--- src/rtl/nibbler_pkg.sv ---
// Shared types and constants for the Nibbler instruction sequencer.
//   N            datapath / immediate width
//   PC_W         program-counter width
//   opcode_e     instruction opcodes carried in byte[7:4]
//   state_e      sequencer FSM states
//   alu_op_e     operation select driven into the accumulator ALU
//   flags_t      per-flag write enables (or flag values) for C and Z
package nibbler_pkg;

  localparam int N    = 4;
  localparam int PC_W = 12;

  typedef enum logic [3:0] {
    OP_NOP  = 4'h0,
    OP_LIT  = 4'h1,
    OP_ADDI = 4'h2,
    OP_CMPI = 4'h3,
    OP_NORI = 4'h4,
    OP_IN   = 4'h5,
    OP_OUT  = 4'h6,
    OP_JMP  = 4'h7,
    OP_JC   = 4'h8,
    OP_JNC  = 4'h9,
    OP_JZ   = 4'hA,
    OP_JNZ  = 4'hB
  } opcode_e;

  typedef enum logic [1:0] {
    FETCH  = 2'd0,
    FETCH2 = 2'd1,
    EXEC   = 2'd2
  } state_e;

  typedef enum logic [1:0] {
    ALU_ADD    = 2'd0,
    ALU_SUB    = 2'd1,
    ALU_NOR    = 2'd2,
    ALU_PASS_B = 2'd3
  } alu_op_e;

  typedef struct packed {
    logic c;
    logic z;
  } flags_t;

  // Jumps (7..B) carry a second byte holding the low 8 bits of the target.
  function automatic logic is_two_byte(input logic [3:0] opcode);
    return (opcode >= 4'h7) && (opcode <= 4'hB);
  endfunction

endpackage

--- src/rtl/nibbler_decode.sv ---
// Combinational instruction decoder for the Nibbler sequencer.
// All controls are zero outside EXEC so the datapath sees one-cycle strobes.
//   state      current sequencer state
//   opcode     ir[7:4]
//   port       ir[1:0], port index for IN/OUT (3 = no port)
//   alu_op     ALU operation select
//   alu_b_sel  ALU B operand: 0 = immediate, 1 = selected input port
//   in_sel     input port select
//   acc_we     accumulator load strobe
//   out_we     one-hot Out0..Out2 load strobe
//   flags_we   C/Z flag register write enables
//   is_jump    EXEC of a jump-class instruction
module nibbler_decode
  import nibbler_pkg::*;
(
  input  state_e       state,
  input  logic [3:0]   opcode,
  input  logic [1:0]   port,
  output alu_op_e      alu_op,
  output logic         alu_b_sel,
  output logic [1:0]   in_sel,
  output logic         acc_we,
  output logic [2:0]   out_we,
  output flags_t       flags_we,
  output logic         is_jump
);

  logic port_ok;
  assign port_ok = (port != 2'd3);

  always_comb begin
    // NOTE: every output gets a default before the case so no path leaves
    // a signal unassigned, which would otherwise infer a latch.
    alu_op    = ALU_ADD;
    alu_b_sel = 1'b0;
    in_sel    = 2'd0;
    acc_we    = 1'b0;
    out_we    = 3'b000;
    flags_we  = '0;
    is_jump   = 1'b0;

    if (state == EXEC) begin
      case (opcode_e'(opcode))
        OP_LIT: begin
          alu_op     = ALU_PASS_B;
          acc_we     = 1'b1;
          flags_we.z = 1'b1;
        end
        OP_ADDI: begin
          alu_op     = ALU_ADD;
          acc_we     = 1'b1;
          flags_we.c = 1'b1;
          flags_we.z = 1'b1;
        end
        OP_CMPI: begin
          // Compare only: flags follow the subtraction, accumulator untouched.
          alu_op     = ALU_SUB;
          flags_we.c = 1'b1;
          flags_we.z = 1'b1;
        end
        OP_NORI: begin
          alu_op     = ALU_NOR;
          acc_we     = 1'b1;
          flags_we.z = 1'b1;
        end
        OP_IN: begin
          if (port_ok) begin
            alu_op     = ALU_PASS_B;
            alu_b_sel  = 1'b1;
            in_sel     = port;
            acc_we     = 1'b1;
            flags_we.z = 1'b1;
          end
        end
        OP_OUT: begin
          if (port_ok) out_we = 3'b001 << port;
        end
        OP_JMP, OP_JC, OP_JNC, OP_JZ, OP_JNZ: is_jump = 1'b1;
        default: ;  // NOP and reserved C..F
      endcase
    end
  end

endmodule

--- src/rtl/nibbler_seq.sv ---
// Instruction sequencer for the 4-bit Nibbler processor. Fetches one or two
// instruction bytes from program ROM, then spends one EXEC cycle driving the
// accumulator datapath and port strobes. Holds pc, ir, lo and the C/Z flags.
//   clk        system clock, rising edge
//   reset      asynchronous, active-high
//   rom_data   instruction byte at address pc
//   rom_ready  rom_data valid this cycle (ignored in EXEC)
//   alu_c      ALU carry-out of current operation
//   alu_z      ALU result == 0
//   pc         ROM fetch address
//   imm        immediate field of the current instruction
//   alu_op     ADD=0, SUB=1, NOR=2, PASS_B=3
//   alu_b_sel  0 = imm, 1 = selected input port
//   in_sel     input port select
//   acc_we     accumulator load strobe
//   out_we     one-hot Out0..Out2 load strobe
//   C, Z       flag register
module nibbler_seq
  import nibbler_pkg::*;
(
  input  logic            clk,
  input  logic            reset,
  input  logic [7:0]      rom_data,
  input  logic            rom_ready,
  input  logic            alu_c,
  input  logic            alu_z,
  output logic [PC_W-1:0] pc,
  output logic [N-1:0]    imm,
  output logic [1:0]      alu_op,
  output logic            alu_b_sel,
  output logic [1:0]      in_sel,
  output logic            acc_we,
  output logic [2:0]      out_we,
  output logic            C,
  output logic            Z
);

  state_e     state_q, state_d;
  logic [7:0] ir;
  logic [7:0] lo;
  alu_op_e    dec_alu_op;
  flags_t     flags_we;
  logic       is_jump;
  logic       taken;

  nibbler_decode u_decode (
    .state     (state_q),
    .opcode    (ir[7:4]),
    .port      (ir[1:0]),
    .alu_op    (dec_alu_op),
    .alu_b_sel (alu_b_sel),
    .in_sel    (in_sel),
    .acc_we    (acc_we),
    .out_we    (out_we),
    .flags_we  (flags_we),
    .is_jump   (is_jump)
  );

  assign alu_op = dec_alu_op;
  assign imm    = ir[N-1:0];

  // Jump condition looks at the flags as they stand at the start of EXEC.
  always_comb begin
    taken = 1'b0;
    case (opcode_e'(ir[7:4]))
      OP_JMP:  taken = 1'b1;
      OP_JC:   taken = C;
      OP_JNC:  taken = ~C;
      OP_JZ:   taken = Z;
      OP_JNZ:  taken = ~Z;
      default: taken = 1'b0;
    endcase
  end

  // State register.
  always_ff @(posedge clk or posedge reset) begin
    // NOTE: sequential state uses non-blocking assignments so every flop
    // samples pre-edge values, independent of statement order.
    if (reset) state_q <= FETCH;
    else       state_q <= state_d;
  end

  // Next-state logic. The opcode is taken straight from rom_data in FETCH
  // because ir has not been loaded yet.
  always_comb begin
    state_d = state_q;
    case (state_q)
      FETCH:   if (rom_ready) state_d = is_two_byte(rom_data[7:4]) ? FETCH2 : EXEC;
      FETCH2:  if (rom_ready) state_d = EXEC;
      EXEC:    state_d = FETCH;
      default: state_d = FETCH;
    endcase
  end

  // Program counter, instruction bytes and flags.
  always_ff @(posedge clk or posedge reset) begin
    if (reset) begin
      pc <= '0;
      ir <= '0;
      lo <= '0;
      C  <= 1'b0;
      Z  <= 1'b0;
    end else begin
      case (state_q)
        FETCH: begin
          if (rom_ready) begin
            ir <= rom_data;
            pc <= pc + PC_W'(1);  // wraps 0xFFF -> 0x000
          end
        end
        FETCH2: begin
          if (rom_ready) begin
            lo <= rom_data;
            pc <= pc + PC_W'(1);
          end
        end
        EXEC: begin
          if (is_jump && taken) pc <= {ir[3:0], lo};
          if (flags_we.c) C <= alu_c;
          if (flags_we.z) Z <= alu_z;
        end
        default: ;
      endcase
    end
  end

endmodule

--- config.mk ---
export PLATFORM = sky130hd
export DESIGN_NAME = nibbler_seq
export DESIGN_NICKNAME = d
export VERILOG_FILES = /design/src/rtl/nibbler_pkg.sv /design/src/rtl/nibbler_decode.sv /design/src/rtl/nibbler_seq.sv
export SDC_FILE = /design/constraint.sdc
export NUM_CORES = 1
export LEC_CHECK = 0
export ABC_CLOCK_PERIOD_IN_PS = 4600
export CORE_MARGIN = 4
export CORE_UTILIZATION = 35
export CTS_CLUSTER_SIZE = 16
export DETAILED_ROUTE_END_ITERATION = 8
export GPL_TIMING_DRIVEN = 0
export PLACE_DENSITY = 0.57
export SLEW_MARGIN = 25
export SYNTH_ARGS = -nofsm -noshare
export SYNTH_HDL_FRONTEND = slang
export SYNTH_SLANG_ARGS = --single-unit
--- constraint.sdc ---
create_clock -name clk -period 4.6 [get_ports clk]
set_input_delay 1.38 -clock clk [delete_from_list [all_inputs] [get_ports clk]]
set_output_delay 1.38 -clock clk [all_outputs]
set_load 0.005 [all_outputs]
# Yosys cells after proc, flatten, opt, wreduce, memory -nomap -nowiden
# Cells that the tools add are included.
[op_classes] shift=1 n_reduce_logical=15 order_cmp=2 n_bitwise=2 addsub=1 eq_ne=18 muxes=27
[op_table] op="$mux 12" n=2
[op_table] op="$pmux 12 s2" n=1
[op_table] op="$mux 2" n=9
[op_table] op="$eq 4x3->1 const B" n=4
[op_table] op="$eq 4x4->1 const B" n=4
[op_table] op="$add 12x1->12 const B" n=1
[op_table] op="$reduce_and 2->1" n=5
[op_table] op="$mux 3" n=3
[op_table] op="$eq 4x2->1 const B" n=2
[op_table] op="$ne 2x2->1 const B" n=4
[op_table] op="$pmux 2 s4" n=1
[op_table] op="$mux 1" n=7
[op_table] op="$pmux 1 s5" n=1
[op_table] op="$reduce_or 5->1" n=1
[op_table] op="$eq 4x1->1 const B" n=1
[op_table] op="$ge 4x3->1 const B" n=1
[op_table] op="$le 4x4->1 const B" n=1
[op_table] op="$pmux 1 s2" n=2
[op_table] op="$pmux 2 s2" n=1
[op_table] op="$reduce_or 2->1" n=2
[op_table] op="$reduce_or 4->1" n=1
[op_table] op="$reduce_and 3->1" n=1
[op_table] op="$reduce_or 3->1" n=1
[op_table] op="$shl 1x2->3 const A" n=1
[op_table] op="7 further kinds" n=9
[word_totals] in_bits=13 out_inout_bits=27 word_cells=72 ff_bits=32

# Depth between registers and ports, before layout
# Gate-level depths: netlist (run 1).
[logic_depth] ltp_word=7 mapped_depth=7 ltp_nobuf=6

# Cells and area by module
# From an unflattened synthesis (run 1), not the netlist that was laid out.
[unflattened] cells_unflattened=187 area_unflattened_um2=2003.2
[modules_own_cells] mod="nibbler_seq" area_each_um2=1747.9 instances=1 seq_area_each_um2=800.8 cells_each=151
[modules_own_cells] mod="nibbler_decode" area_each_um2=255.2 instances=1 seq_area_each_um2=0.0 cells_each=36

# Least setup slack after synthesis (run 1)
# No wires, ideal clock.
[synth_path] kind="reg-to-output" startpoint="register ir[7]" endpoint="output alu_op[0]" required_ns=3.220 n_path_buf=0 arrival_time_ns=1.403 path_stages_with_launch=5 path_slack_ns=1.817 path_cell_list="dfrtp_1 -> and2b_2 -> nand2_1 -> a2111oi_0 -> a21o_1"
[synth_via] elab_chain_len=3 elab_cells_between_ends=6 classes_between="eq/ne (4); mux (2)"
[synth_lines] item="from (decl)" line="nibbler_seq.sv:39" source="logic [7:0] ir;"
[synth_lines] item="from (signal assigned)" line="nibbler_seq.sv:107" source="ir <= rom_data;"
[synth_lines] item="$eq 4x3->1 (tied with other cells)" line="nibbler_decode.sv:43" source="case (opcode_e'(opcode))"
[synth_lines] item="$pmux 2 s4 *" line="nibbler_decode.sv:43"
[synth_lines] item="$mux 2 *" line="nibbler_decode.sv:42" source="if (state == EXEC) begin"
[synth_lines] item="to (decl)" line="nibbler_seq.sv:29" source="output logic [1:0] alu_op,"
# Every way passes the cells marked *; elsewhere a longest branch is shown, timed or not.

# Final worst setup path (run 1)
# Ends and elaborated chain as after synthesis.

==> results of run 1 <==
[layout make-up]
cell class                      count  share of cell area (%)
Clock buffer                        6                    3.12
Clock inverter                      2                    1.51
Timing Repair Buffer               39                    16.8
Tap cell                           67                    3.61
Sequential cell                    32                    34.5
Inverter                            4                   0.646
Buffer                             13                    4.09
Multi-Input combinational cell    120                    35.8
[power by group]
part	switching (mW)	internal, mW	leakage (nW)
combinational	0.178	0.271	0.492
sequential	0.0994	0.386	0.375
clock	0.104	0.161	0.0552
[registers in the layout (all words and copies together), names as in the netlist]
| name | count |
|---|---|
| pc | 12 |
| C | 1 |
| state_q | 2 |
| ir | 8 |
| Z | 1 |
| lo | 8 |
[synthesized netlist by cell type, types with 4 or more instances]
master    instances  area, um^2
inv_1             4        15.0
nand2_1          11        41.3
o22ai_1           5        31.3
buf_4             6        45.0
dfrtp_1          32         801
a21oi_1           6        30.0
nor2_1           14        52.6
nand3_1           4        20.0
o21ai_0           7        35.0
nor3_1            9        45.0
mux2_2           18         203
nand2b_1          4        25.0
[through the flow]
step | hold WS, ns | area, um^2
after global placement | 0.475 | 2220
after CTS | 0.496 | 2320
after floorplan | 0.439 | 1740
after detailed placement | 0.487 | 2220
final | 0.497 | 2320
after global routing | 0.518 | 2320
[cells by family after synthesis]
group	Yosys count	share of synthesized area, %
AOI/OAI and AO/OA	34	13.6
DFF	32	46.0
and+or+nand+nor	63	19.3
xor gates and xnor gates	1	0.503
buffers and inverters	17	6.32
adders and majority gates	1	0.718
muxes	21	13.6
[critical path, cell delays in order, from the launching register on]
cell,delay [ns]
dfrtp_1,0.45
and2b_2,0.27
nand2_1,0.09
a2111oi_0,0.52
a21o_1,0.14
clkdlybuf4s50_1,0.49
[how the worst max path moves through the flow]
| stage | endpoint | startpoint | depth (start not counted) | slack [ns] |
|---|---|---|---|---|
| after detailed placement | alu_op[0] | ir[7] | 5 | 1.29 |
| after global routing | alu_op[0] | ir[7] | 5 | 0.79 |
| final | alu_op[0] | ir[7] | 5 | 0.98 |
| after floorplan | alu_op[0] | ir[7] | 4 | 1.82 |
| after global placement | alu_op[0] | ir[7] | 5 | 1.29 |
| after CTS | alu_op[0] | ir[7] | 5 | 0.98 |
[routing by layer]
layer  wire length [um]  up-vias
met5                  0        -
met4                 65        0
met3                239        7
met2               1970       50
met1               1830      697
li1                   -      707
==> summary.txt, run 1 <==
Cells and area
  – P&R area growth vs syn: 33.4%
  – Post-Layout Cell Count: roughly 280
  – Fin nets: 229
  – Seq. cell area: approximately 800 um^2
  – Layout cells sized above 1: 21.3%
  – Commonest non-fill, non-tap cells in the layout: clkdlybuf4s50_1 (39), dfrtp_1 (32), mux2_2 (18), nor2_1 (14), nand2_1 (11)
  – ANT cells: 0
  – # fillers: approximately 460
  – Area of the multi-input gates: 831 um^2
  – Most common cell after layout, fill and taps aside: clkdlybuf4s50_1
  – Util after Layout: between 40% and 50%

Floorplan
  – Row count: 25
  – Core area: 4790 um^2
  – Die area: 6170 um^2
  – IO Pins: 40
  – Die X-Extent: 78.5 um
  – Initial Util: a little over a third
  – Chip Height: 78.5 um

Power and ir drop
  – Pwr Density: between 500 and 600 nW/um^2
  – Tot Pwr: 1.20 mW
  – LEAKAGE: about 0.92 nW
  – Max IR drop VDD: 214 uV

Route
  – Post-DRT Antenna Nets: 0
  – Vias/cell: roughly 5.2
  – Routed len/inst: about 14 um
  – # DRC: 0
  – Pre-antenna DRT Iters: 4
  – Drt total wl: ~4100 um
  – Initial DRC count: 92
  – DR vias: approximately 1500

Synthesis
  – YS warnings: 0
  – Synthesized instance count: approximately 170
  – Synth Register Bits: 32
  – Syn_nets: around 180
  – Post-synth EDFFs: 0
  – Async SR Flop Fraction: 100%
  – Post-Syn Area: approximately 1700 um^2
  – Yosys cell types: 47
  – Post-synth top flop: dfrtp_1
  – Avg Cell Area, Syn: about 10 um^2
  – Register area share after synthesis: approximately 46%

Worst setup path
  – Kind of critical path: flip-flop to output pin
  – Setup crit start kind: flip-flop
  – Critical path arrival: 2.24 ns
  – R2r worst-path depth: 4
  – Req. time, crit path: ~3.2 ns
  – Reg2Reg Launch Point: state_q[1]
  – Crit Path Max Fanout: 7
  – Crit path capture type: output pin
  – R2R Setup Slk: ~2.7 ns
  – Worst r2r dst: ir[0]

Min path
  – Min-delay src: state_q[1]
  – Worst hold path cell count: 1
  – Hold Path Sink: state_q[0]
  – Worst Hold Class: flip-flop to flip-flop

CTS
  – Setup repair bufs after CTS: 0
  – Hold buffer count at cts: 0
  – Clock net sink count: 32
  – Post-cts sizing count: 0
  – Worst-case clock buffer depth: 2
  – Clk Latency, worst-skew pair: 0.28 ns
  – CTS H-tree lvls: 2
  – Clk pin slew, worst setup/hold paths: roughly 0.070 ns
  – Root buffer cell: clkbuf_8
  – CTS tree: yes
  – Cts bufs inserted: 5

Global route
  – Busiest grt layer: met2
  – GRT met1 Usage: roughly 19%
  – Tot GR Track Use: 14.5%
  – First-pass GRT wire length: between 7000 and 8000 um
  – Initial antenna violation count: 0
  – Global routing usage on met3: approximately 4.0%
  – Pin count of the biggest net entering global routing: 33
  – Vias in the first global route: roughly 1400
  – Congestion Overflow GR: 0
  – Met2 GRT Util: 23.3%

Timing
  – Clock Skews: 0.00308 ns
  – Final worst path period need: between 3 and 4 ns
  – Worst rel slew slack: about 51%
  – Final period utilization: between 70% and 80%
  – Final setup viols: 0
  – Slew Viols, Final: 0
  – Final Hold Viols: 0
  – Least-Margin Pin Slew: around 0.73 ns
  – Fmax: approximately 280 MHz
  – Final WS setup: between 0.9 and 1 ns
  – RSZ-0062 raised after global routing: false
  – Post-route setup TNS: 0 ns

Place
  – Post-Place Cells: between 200 and 300
  – Worst slack, placed: between 1 and 1.5 ns
  – PortBufs: 39
  – Routability Congestion: approximately 0.84
  – DP Wirelength: around 3100 um

Outcome
  – Status: finished clean

Job
  – Max Cap Viol: 0
Note: power is estimated with default switching activity, not from simulation.
==> run 2, diff against run 1 <==
--- a/config.mk
+++ b/config.mk
@@ -5,13 +5,13 @@
 export SDC_FILE = /design/constraint.sdc
 export NUM_CORES = 1
 export LEC_CHECK = 0
-export ABC_CLOCK_PERIOD_IN_PS = 4600
+export ABC_CLOCK_PERIOD_IN_PS = 3300
 export CORE_MARGIN = 4
 export CORE_UTILIZATION = 35
 export CTS_CLUSTER_SIZE = 16
 export DETAILED_ROUTE_END_ITERATION = 8
 export GPL_TIMING_DRIVEN = 0
-export PLACE_DENSITY = 0.57
+export PLACE_DENSITY = 0.6
 export SLEW_MARGIN = 25
 export SYNTH_ARGS = -nofsm -noshare
 export SYNTH_HDL_FRONTEND = slang
==> constraint.sdc (replaced) <==
create_clock -name clk -period 3.3 [get_ports clk]
set_input_delay 0.99 -clock clk [delete_from_list [all_inputs] [get_ports clk]]
set_output_delay 0.99 -clock clk [all_outputs]
set_load 0.005 [all_outputs]
==> run 2 against run 1 <==
Net effect: die area did not move; clock skew up 0.0015 ns; sequential share of layout area up 0.24 points; non-clock buffer count is the same; largest power group unchanged; via count shrank 0.89%; routed wire length decreased by 2.7%; combinational power up 38%; flip-flop and latch count unchanged; critical path depth down 1; sequential power increased by 40%; first-iteration DRC count down 41%; count of clock-buffer cells in the layout grew 2.
==> summary.txt, run 2 (same netlist as run 1, synthesis figures left out) <==
Outcome
  – Status: finished clean

Cells and area
  – P&R area growth vs syn: 32.5%
  – Max FFs per register: 12
  – Layout cells sized above 1: between 20% and 30%
  – # fillers: between 400 and 500
  – Fin nets: 229
  – Largest Register: pc
  – Commonest non-fill, non-tap cells in the layout: clkdlybuf4s50_1 (39), dfrtp_1 (32), mux2_2 (18), nor2_1 (14), nand2_1 (11)
  – Biggest regs: pc (12), ir (8), lo (8)
  – Most common cell after layout, fill and taps aside: clkdlybuf4s50_1
  – Post-Layout Cell Count: about 280
  – ANT cells: 0

CTS
  – Hold buffer count at cts: 0
  – CTS tree: yes
  – Clock net sink count: 32
  – Clk pin slew, worst setup/hold paths: approximately 0.060 ns
  – CTS H-tree lvls: 2
  – Post-cts sizing count: 0
  – Cts bufs inserted: 5
  – Worst-case clock buffer depth: 2
  – Clk Latency, worst-skew pair: 0.28 ns
  – Setup repair bufs after CTS: 0
  – Root buffer cell: clkbuf_8

Worst setup path
  – CP top delay family: simple AND/OR/NAND/NOR gates
  – Critical path arrival: 2.18 ns
  – CP peak stage delay: about 0.55 ns
  – Setup crit start kind: flip-flop
  – Req. time, crit path: roughly 2.3 ns
  – Crit path capture type: output pin
  – Crit Path Max Fanout: 6
  – CP max-delay cell: clkdlybuf4s50_1
  – WP buf/inv: 1
  – Worst-path cell chain: nand2b_1 > or3_2 > a221oi_1 > clkdlybuf4s50_1
  – Worst r2r dst: ir[0]
  – Kind of critical path: flip-flop to output pin
  – Reg2Reg Launch Point: state_q[1]
  – R2R Setup Slk: ~1.4 ns
  – R2r worst-path depth: 4

Timing
  – Worst rel slew slack: between 50% and 60%
  – RSZ-0062 raised after global routing: true
  – Final Hold Viols: 0
  – Final setup viols: 0
  – Slew Viols, Final: 0
  – Fmax: about 320 MHz
  – Least-Margin Pin Slew: roughly 0.73 ns
  – Final worst path period need: 3.17 ns
  – Post-route setup TNS: 0 ns
  – Final period utilization: between 90% and 100%
  – Clock Skews: 0.00460 ns

Global route
  – Initial antenna violation count: 0
  – First-pass GRT wire length: around 6700 um
  – Tot GR Track Use: 13.9%
  – Congestion Overflow GR: 0
  – Pin count of the biggest net entering global routing: 33
  – Vias in the first global route: about 1400

Job
  – Max Cap Viol: 0

Power and ir drop
  – LEAKAGE: roughly 0.91 nW
  – Pwr Density: slightly below 700 nW/um^2
  – Max IR drop VDD: around 340 uV

Place
  – PortBufs: 39
  – DP Wirelength: approximately 3000 um
  – Post-Place Cells: 275
  – Routability Congestion: ~0.76

Floorplan
  – Die area: 6170 um^2
  – Row count: 25
  – Core area: approximately 4800 um^2
  – Chip Height: just under 80 um
  – Initial Util: 36.4%
  – Die X-Extent: 78.5 um
  – IO Pins: 40

Route
  – # DRC: 0
  – Post-DRT Antenna Nets: 0
  – Routed len/inst: 14.1 um
  – Pre-antenna DRT Iters: 4
  – Initial DRC count: 54
  – DR vias: between 1000 and 1500
  – Vias/cell: roughly 5.1
  – Drt total wl: between 3000 and 4000 um

Min path
  – Hold Path Sink: pc[5]
  – Worst Hold Class: flip-flop to flip-flop
  – Worst hold path cell count: 2
  – Min-delay src: lo[5]
==> run 2: worst max-delay path by stage <==
stage / from / end / slack (ns) / depth (start not counted)
3_3_place_gp: ir[7] / alu_op[0] / 0.37 / 5
3_5_place_dp: rom_ready / ir[0] / 0.38 / 5
6_report: state_q[0] / acc_we / 0.13 / 4
4_1_cts: ir[7] / alu_op[0] / 0.05 / 5
5_1_grt: ir[7] / alu_op[0] / -0.004 / 5
2_1_floorplan: ir[7] / alu_op[0] / 0.91 / 4
==> run 2: final cells by class <==
cell class	instances	area (um^2)	share of cell area [%]
plain buffers	13	95.1	4.12
clock buffers	8	90.1	3.90
inverters	4	15.0	0.651
multi-input cells	120	832	36.1
flip-flops and latches	32	801	34.7
well taps	67	83.8	3.63
repair buffers	39	390	16.9
==> run 2: stage by stage <==
step	area (um^2)	utilization, %	hold WS (ns)	power (mW)	worst slack, ns
after CTS	2310	48.2	0.479	1.62	0.0484
after global placement	2220	46.3	0.462	1.30	0.375
final	2310	48.2	0.478	1.61	0.126
after global routing	2310	48.2	0.502	1.72	-0.00426
after floorplan	1740	-	0.439	1.01	0.907
after detailed placement	2220	46.3	0.467	1.31	0.381
==> run 2: metal layers <==
metal  part of all wire, %  GRT usage [%]
met4                   1.5           4.72
met2                    46           21.1
met5                     0              0
met1                    48           18.5
met3                   5.0           4.47
==> run 2: tightest hold or removal path: stages, from the launching register on <==
cell     delay (ns)
dfrtp_1        0.35
a32oi_1        0.05
nand2_1        0.05
==> run 2: report_power, final <==
| group | internal [mW] | switching, mW | total (mW) |
|---|---|---|---|
| Combinational | 0.378 | 0.243 | 0.621 |
| Clock | 0.170 | 0.138 | 0.307 |
| Sequential | 0.538 | 0.139 | 0.677 |
| Total | 1.09 | 0.520 | 1.61 |
==> run 3, diff against run 2 <==
--- a/config.mk
+++ b/config.mk
@@ -6,12 +6,12 @@
 export NUM_CORES = 1
 export LEC_CHECK = 0
 export ABC_CLOCK_PERIOD_IN_PS = 3300
-export CORE_MARGIN = 4
 export CORE_UTILIZATION = 35
 export CTS_CLUSTER_SIZE = 16
 export DETAILED_ROUTE_END_ITERATION = 8
 export GPL_TIMING_DRIVEN = 0
 export PLACE_DENSITY = 0.6
+export SETUP_SLACK_MARGIN = 0.15
 export SLEW_MARGIN = 25
 export SYNTH_ARGS = -nofsm -noshare
 export SYNTH_HDL_FRONTEND = slang
==> run 3 against run 2 <==
Net effect: sequential power hardly changed; combinational power is 0.8% higher; critical path depth is 1 higher; routed wire length is 2.3% lower; worst hold slack better by 0.030 ns; power is 0.34% higher; critical path type unchanged; fmax is 4.7% higher; global-route usage is 2.2 points higher; largest cell class unchanged; non-clock buffer count stayed put.
==> summary.txt, run 3 (same netlist as run 1, synthesis figures left out) <==
Outcome
  – Status: finished clean

CTS
  – CTS H-tree lvls: 2
  – Cts bufs inserted: 5
  – Root buffer cell: clkbuf_8
  – Clk pin slew, worst setup/hold paths: around 0.07 ns
  – Clock net sink count: 32
  – Clk Latency, worst-skew pair: 0.29 ns
  – Worst-case clock buffer depth: 2
  – Setup repair bufs after CTS: 0
  – CTS tree: yes

Floorplan
  – Row count: 25
  – Core area: ~4800 um^2
  – Die X-Extent: slightly above 70 um
  – IO Pins: 40
  – Initial Util: 36.6%
  – Die area: 5260 um^2
  – Chip Height: about 73 um

Global route
  – Initial antenna violation count: 0
  – Congestion Overflow GR: 0
  – Vias in the first global route: 1308
  – First-pass GRT wire length: approximately 6300 um
  – Tot GR Track Use: ~16%
  – Pin count of the biggest net entering global routing: 33

Cells and area
  – Fin nets: 229
  – Layout cells sized above 1: 23.1%
  – Commonest non-fill, non-tap cells in the layout: clkdlybuf4s50_1 (38), dfrtp_1 (32), mux2_2 (18), nor2_1 (14), nand2_1 (11)
  – Max FFs per register: 12
  – Most common cell after layout, fill and taps aside: clkdlybuf4s50_1
  – Largest Register: pc
  – # fillers: ~460
  – Util after Layout: between 40% and 50%
  – P&R area growth vs syn: 33.5%
  – ANT cells: 0
  – Biggest regs: pc (12), ir (8), lo (8)

Route
  – Initial DRC count: between 100 and 150
  – Routed len/inst: about 14 um
  – Met1 wire length: around 1900 um
  – Vias/cell: a little over 5
  – WL met2: approximately 1800 um
  – Met3 wire length: roughly 160 um
  – Pre-antenna DRT Iters: 4
  – # DRC: 0
  – DR vias: roughly 1400
  – DR top layer: met4
  – Drt total wl: roughly 3900 um
  – Post-DRT Antenna Nets: 0

Job
  – Max Cap Viol: 0

Power and ir drop
  – Max IR drop VDD: 225 uV
  – LEAKAGE: 0.941 nW
  – Pwr Density: between 600 and 700 nW/um^2

Worst setup path
  – Critical path arrival: between 2 and 2.5 ns
  – Worst-path cell chain: and2b_2 > nand2_1 > a2111oi_2 > a21o_1 > clkdlybuf4s50_1
  – Kind of critical path: flip-flop to output pin
  – CP max-delay cell: clkdlybuf4s50_1
  – CP peak stage delay: a little under 0.5 ns
  – Setup crit start kind: flip-flop
  – Crit path capture type: output pin
  – Crit Path Max Fanout: 7
  – Req. time, crit path: 2.31 ns

Place
  – PortBufs: 39
  – Routability Congestion: 0.827
  – DP Wirelength: between 2000 and 3000 um

Timing
  – Final Hold Viols: 0
  – Final period utilization: 91.9%
  – Worst rel slew slack: about 47%
  – RSZ-0062 raised after global routing: true
  – Clock Skews: about 0.0080 ns
  – Least-Margin Pin Slew: roughly 0.80 ns
  – Final worst path period need: 3.03 ns
  – Final setup viols: 0
  – Post-route setup TNS: 0 ns
  – Slew Viols, Final: 0
  – Fmax: approximately 330 MHz

Min path
  – Worst Hold Class: flip-flop to flip-flop
-- run 3: final timing paths --
kind,to,slack [ns],cells after the start,start
max,alu_op[0],0.27,5,ir[7]
min,pc[4],0.51,2,lo[4]
max reg2reg,ir[5],1.30,4,state_q[1]
min reg2reg,pc[4],0.51,2,lo[4]
max in group asynchronous,C,1.74,2,reset
min in group asynchronous,pc[4],1.12,2,reset
-- run 3: layout make-up --
class | count | area [um^2] | area share, %
Multi-Input combinational cell | 120 | 845 | 36.3
Sequential cell | 32 | 801 | 34.4
Timing Repair Buffer | 39 | 393 | 16.9
Buffer | 13 | 96.3 | 4.14
Tap cell | 67 | 83.8 | 3.60
Clock buffer | 6 | 82.6 | 3.55
Inverter | 4 | 15.0 | 0.646
Clock inverter | 2 | 10.0 | 0.430
-- run 3: what timing repair did --
action,4_1_cts,5_1_grt
resized for setup,2,5
hold buffers,0,0
gates cloned,0,0
endpoints found under the setup margin,3,5
hold endpoints to repair,0,0
-- run 3: through the flow --
stage	total power [mW]	setup slack, ns	instance area, um^2	hold slack, ns	cells
2_1_floorplan	1.01	0.907	1740	0.439	169
3_3_place_gp	1.29	0.336	2220	0.483	275
3_5_place_dp	1.31	0.338	2220	0.489	275
4_1_cts	1.62	0.145	2320	0.511	283
5_1_grt	1.72	0.144	2330	0.532	283
6_report	1.61	0.269	2330	0.508	283
-- run 3: critical path, delay by kind of cell, from the launching register on --
kind	cells	cell delay (ns)
AOI/OAI and AO/OA	2	0.47
buffers and inverters	1	0.49
DFF	1	0.44
and+or+nand+nor	2	0.36
-- run 3: per-layer routing --
layer  track usage (%)  up-vias
met4              5.88        0
li1                  -      707
met1              21.8      698
met5                 0        -
met2              24.3       35
met3              4.58        7
-- run 3: where the power goes --
| part | total (mW) | internal [mW] | switching [mW] | leakage, nW |
|---|---|---|---|---|
| combinational | 0.626 | 0.379 | 0.247 | 0.515 |
| sequential | 0.675 | 0.538 | 0.137 | 0.375 |
| clock | 0.310 | 0.166 | 0.144 | 0.0510 |
